`config.mk`:
```
export PLATFORM = sky130hd
export DESIGN_NAME = onehot_capture_fifo
export DESIGN_NICKNAME = d
export VERILOG_FILES = /design/src/rtl/onehot_capture_fifo.sv
export SDC_FILE = /design/constraint.sdc
export NUM_CORES = 1
export LEC_CHECK = 0
export ABC_AREA = 1
export CAP_MARGIN = 20
export CORE_MARGIN = 2
export CORE_UTILIZATION = 42
export CTS_BUF_LIST = sky130_fd_sc_hd__clkbuf_2 sky130_fd_sc_hd__clkbuf_4 sky130_fd_sc_hd__clkbuf_8
export CTS_CLUSTER_SIZE = 16
export DETAILED_ROUTE_END_ITERATION = 7
export PLACE_DENSITY = 0.66
export SLEW_MARGIN = 20
export SYNTH_ARGS = -nofsm -noshare
export SYNTH_HDL_FRONTEND = slang
export SYNTH_SLANG_ARGS = --single-unit
```
`constraint.sdc`:
```
create_clock -name clk -period 6.25 [get_ports clk]
set_input_delay 1.875 -clock clk [delete_from_list [all_inputs] [get_ports clk]]
set_output_delay 1.875 -clock clk [all_outputs]
set_load 0.02 [all_outputs]
```
`src/rtl/onehot_capture_fifo.sv`:
```
// Captures one-hot decoder words, re-encodes them to {err, code} and buffers them
// in a first-word-fall-through FIFO with a saturating count of malformed words.
module onehot_capture_fifo #(
    parameter int DEPTH = 4,
    parameter int CNT_W = 8
) (
    input  logic                       clk,
    input  logic                       reset,
    input  logic                       d0,
    input  logic                       d1,
    input  logic                       d2,
    input  logic                       d3,
    input  logic                       d4,
    input  logic                       d5,
    input  logic                       d6,
    input  logic                       d7,
    input  logic                       d8,
    input  logic                       d9,
    input  logic                       d10,
    input  logic                       d11,
    input  logic                       d12,
    input  logic                       d13,
    input  logic                       d14,
    input  logic                       d15,
    input  logic                       in_valid,
    output logic                       in_ready,
    output logic [3:0]                 out_code,
    output logic                       out_err,
    output logic                       out_valid,
    input  logic                       out_ready,
    output logic [CNT_W-1:0]           err_count,
    output logic [$clog2(DEPTH):0]     level
);

    localparam int AW = $clog2(DEPTH);
    localparam int LW = AW + 1;

    logic [15:0]      w_d;
    logic [4:0]       w_pop_cnt;
    logic [3:0]       w_low_idx;
    logic             w_enc_err;
    logic             w_push;
    logic             w_pop;
    logic             w_full;
    logic             w_empty;

    logic [4:0]       r_mem [DEPTH];
    logic [AW-1:0]    r_wr_ptr;
    logic [AW-1:0]    r_rd_ptr;
    logic [LW-1:0]    r_level;
    logic [CNT_W-1:0] r_err_count;

    assign w_d = {d15, d14, d13, d12, d11, d10, d9, d8, d7, d6, d5, d4, d3, d2, d1, d0};

    // Scanning downward lets the lowest set line win when several are high.
    always_comb begin
        w_pop_cnt = '0;
        w_low_idx = '0;
        for (int i = 15; i >= 0; i--) begin
            if (w_d[i]) begin
                w_low_idx = 4'(i);
            end
            w_pop_cnt = w_pop_cnt + 5'(w_d[i]);
        end
        w_enc_err = (w_pop_cnt != 5'd1);
    end

    // Handshake: a transfer happens on a rising edge only when valid and ready are
    // both high; ready depends on registered occupancy, never on the valid input.
    assign w_full  = (r_level == LW'(DEPTH));
    assign w_empty = (r_level == '0);
    assign w_push  = in_valid && !w_full;
    assign w_pop   = out_ready && !w_empty;

    always_ff @(posedge clk) begin
        if (reset) begin
            r_wr_ptr    <= '0;
            r_rd_ptr    <= '0;
            r_level     <= '0;
            r_err_count <= '0;
        end else begin
            if (w_push) begin
                r_mem[r_wr_ptr] <= {w_enc_err, w_low_idx};
                r_wr_ptr        <= r_wr_ptr + 1'b1;
                if (w_enc_err && (r_err_count != {CNT_W{1'b1}})) begin
                    r_err_count <= r_err_count + 1'b1;
                end
            end
            if (w_pop) begin
                r_rd_ptr <= r_rd_ptr + 1'b1;
            end
            case ({w_push, w_pop})
                2'b10:   r_level <= r_level + 1'b1;
                2'b01:   r_level <= r_level - 1'b1;
                default: r_level <= r_level;
            endcase
        end
    end

    assign in_ready  = !w_full;
    assign out_valid = !w_empty;
    assign out_code  = w_empty ? 4'd0 : r_mem[r_rd_ptr][3:0];
    assign out_err   = w_empty ? 1'b0 : r_mem[r_rd_ptr][4];
    assign err_count = r_err_count;
    assign level     = r_level;

endmodule

```
==> results.ini <==
[placed_design]
postPlaceCellArea_mm2=0.00262
gp_congestion=0.831
dp_cells=357
post-dp-hpwl_mm=3.20
portBuffers=37

[worst_setup_path]
r2r-start=level[0]$_SDFFE_PP0P_
crit_slowest_cell=fa_1
r2r_cells=11
required_ns=6.44
cp-start-kind=input port
reg2reg_slack_ns=4.29
cp.arrival_ns=6.11
path_cells=clkdlybuf4s50_1, inv_1, fa_1, inv_1, fa_1, fa_1, inv_1, fa_1, inv_1, ha_1, fa_1, inv_1, nor2_1, nand2_1, nand2_1, o211ai_1, nand2_2, nor3_2, nand3_1, nand2_1, nor2_1
path_buf_inv=6
rr_endpoint=level[2]$_SDFFE_PP0P_
critical_path_class=in2reg
crit_family=adder cells
crit_fanout=11
crit_path_end_kind=flop
cpPeakStageDelay_ns=0.53

[drt]
drtPass1Iterations=4
drc=0
vias=1678
drt_iter0_drc=71
postRouteAntennaNets=0
viasPerCell=4.60
wl_per_cell_um=11.2
drt_wl_total_mm=4.10

[global_route]
gr-total-overflow=0
grt_max_degree=13
grt_pass1_wl_mm=7.19
grt_util_all_layers_pct=15.4
grt_pass1_vias=1613
antenna_found_initial=0

[sta]
finalHoldViolCount=0
setup_tns_ns=0
worst_slew_pin_slew_ns=0.555
setup_violations=0
rsz0062_at_grt=no
slew_violations=0
min_period_ns=5.93
max_slew_margin_pct=62.8
skew_ns=0.0115
fin_crit_sh_pct=94.8
fmax_mhz=169

[synth]
ys_ff_latch=37
synth_edf_count=20
synth.largest_area_cell=edfxtp_1
synth_ff_type=edfxtp_1
syn_area_per_cell_um2=8.62
ys_warn_count=0
yosysUniqueCellTypes=28
ys_seq_area_share_pct=43.3
ys_top_cells_by_count=inv_1, nand2_1, nor2_1
yosysMostFrequentCell=inv_1
async_flop_share_pct=0
yosysTopAreaCellShare_pct=27.6
synth_area_leaders=edfxtp_1, dfxtp_1, fa_1
synth_nets=294
syn_area_mm2=0.00217
synthCells=252

[floorplanning]
io_pins=38
core_area_mm2=0.00504
fp.dieH_um=75.9
start_util_pct=43.1
die_area_mm2=0.00576
rows=26
die_width_um=75.9

[clock_network]
cts_resized=0
insertion_delay_ns=0.29
clockBufferDepth=2
cts_sinks=37
htree_num_levels=2
cts_tree=yes
numCtsBuffers=5
clk_pin_slew_ns=0.08
cts_root_buffer=clkbuf_8
post_cts_buffers=0
cts_hold_buf=0

[finish]
design_area_mm2=0.00274
drive_gt1_share_pct=7.12
layout.nets=336
antenna-diode-count=0
synthToLayoutAreaGrowth_pct=26.1
final_cells=365

[pwr]
p_leak_nw=1.14
peakVddDrop_v=0.000159
power_density_mw_per_mm2=348

[status]
status=completed

[hold_path]
hold_path_startpoint=r_rd_ptr[1]$_SDFFE_PP0P_
hold_depth=2
holdCritPathClass=reg2reg

[flow_run]
cap_viol_max_count=0

## where the power goes
part / total [mW] / switching, mW / internal [mW] / leakage (nW)
Sequential: 0.323 / 0.0326 / 0.291 / 0.327
Combinational: 0.416 / 0.240 / 0.176 / 0.754
Clock: 0.214 / 0.0801 / 0.134 / 0.0619
## logic make-up after synthesis
| family | after synthesis | synth area share (%) |
|---|---|---|
| AOI/OAI and AO/OA | 46 | 10.8 |
| xor gates and xnor gates | 3 | 1.21 |
| adders and majority gates | 22 | 16.5 |
| DFF | 37 | 43.3 |
| and+or+nand+nor | 86 | 17.9 |
| buffers and inverters | 58 | 10.4 |
## registers in the layout, indices dropped and copies added (netlist names), named ones only
register and cells:
r_mem 20, err_count 8, level 3, r_rd_ptr 2, r_wr_ptr 2
## routing by layer
metal,track usage (%),wire [um],vias to the layer above
li1,-,-,892
met5,0,0,-
met4,6.00,70,0
met3,2.86,92,5
met2,27.1,2070,22
met1,18.7,1870,759
## placed cells by master, fill, tap and decap left out, types with 2 or more instances in the layout
cell type / instances
ha_1: 11
clkbuf_8: 6
o21ai_0: 16
clkdlybuf4s50_1: 37
nand2_2: 2
a21oi_1: 22
fa_1: 11
nor3_1: 3
edfxtp_1: 20
inv_1: 48
nand3_1: 7
o21ai_1: 6
nor4_1: 4
inv_2: 6
nand4_1: 2
nor2_1: 31
nor3_2: 2
xor2_1: 2
nand2_1: 31
dfxtp_1: 17
## per-stage QoR
stage / worst slack (ns) / total power, mW / hold slack, ns / util [%]
2_1_floorplan: 0.663 / 0.595 / 0.442 / -
3_3_place_gp: 0.0596 / 0.739 / 0.455 / 51.9
3_5_place_dp: 0.0000622 / 0.748 / 0.470 / 51.9
4_1_cts: 0.300 / 0.966 / 0.482 / 54.3
5_1_grt: 0.0382 / 1.03 / 0.503 / 54.3
6_report: 0.325 / 0.954 / 0.480 / 54.3
## worst min-delay path: cells and delay by family (launching register included)
kind	cells	cell delay (ns)
AOI/OAI and AO/OA	1	0.07
buffers and inverters	1	0.06
DFF	1	0.30
## cell type report
| cell class | instances | area [um2] |
|---|---|---|
| tap | 70 | 87.6 |
| sequential | 37 | 941 |
| inverter | 55 | 206 |
| multi-input combinational | 157 | 1010 |
| clock buffer | 7 | 90.1 |
| fill | 481 | 2300 |
| clock inverter | 1 | 30.0 |
| timing repair buffer | 38 | 378 |
## worst max path at each step
| stage | to | from | cells after the start |
|---|---|---|---|
| floorplan | err_count[2]$_SDFFE_PP0P_ | d5 | 16 |
| global placement | err_count[4]$_SDFFE_PP0P_ | d5 | 17 |
| detailed placement | err_count[4]$_SDFFE_PP0P_ | d5 | 21 |
| CTS | err_count[4]$_SDFFE_PP0P_ | d5 | 21 |
| global route | err_count[4]$_SDFFE_PP0P_ | d7 | 18 |
| finish | err_count[4]$_SDFFE_PP0P_ | d5 | 21 |
No activity file was read; power rests on OpenSTA's default activity.
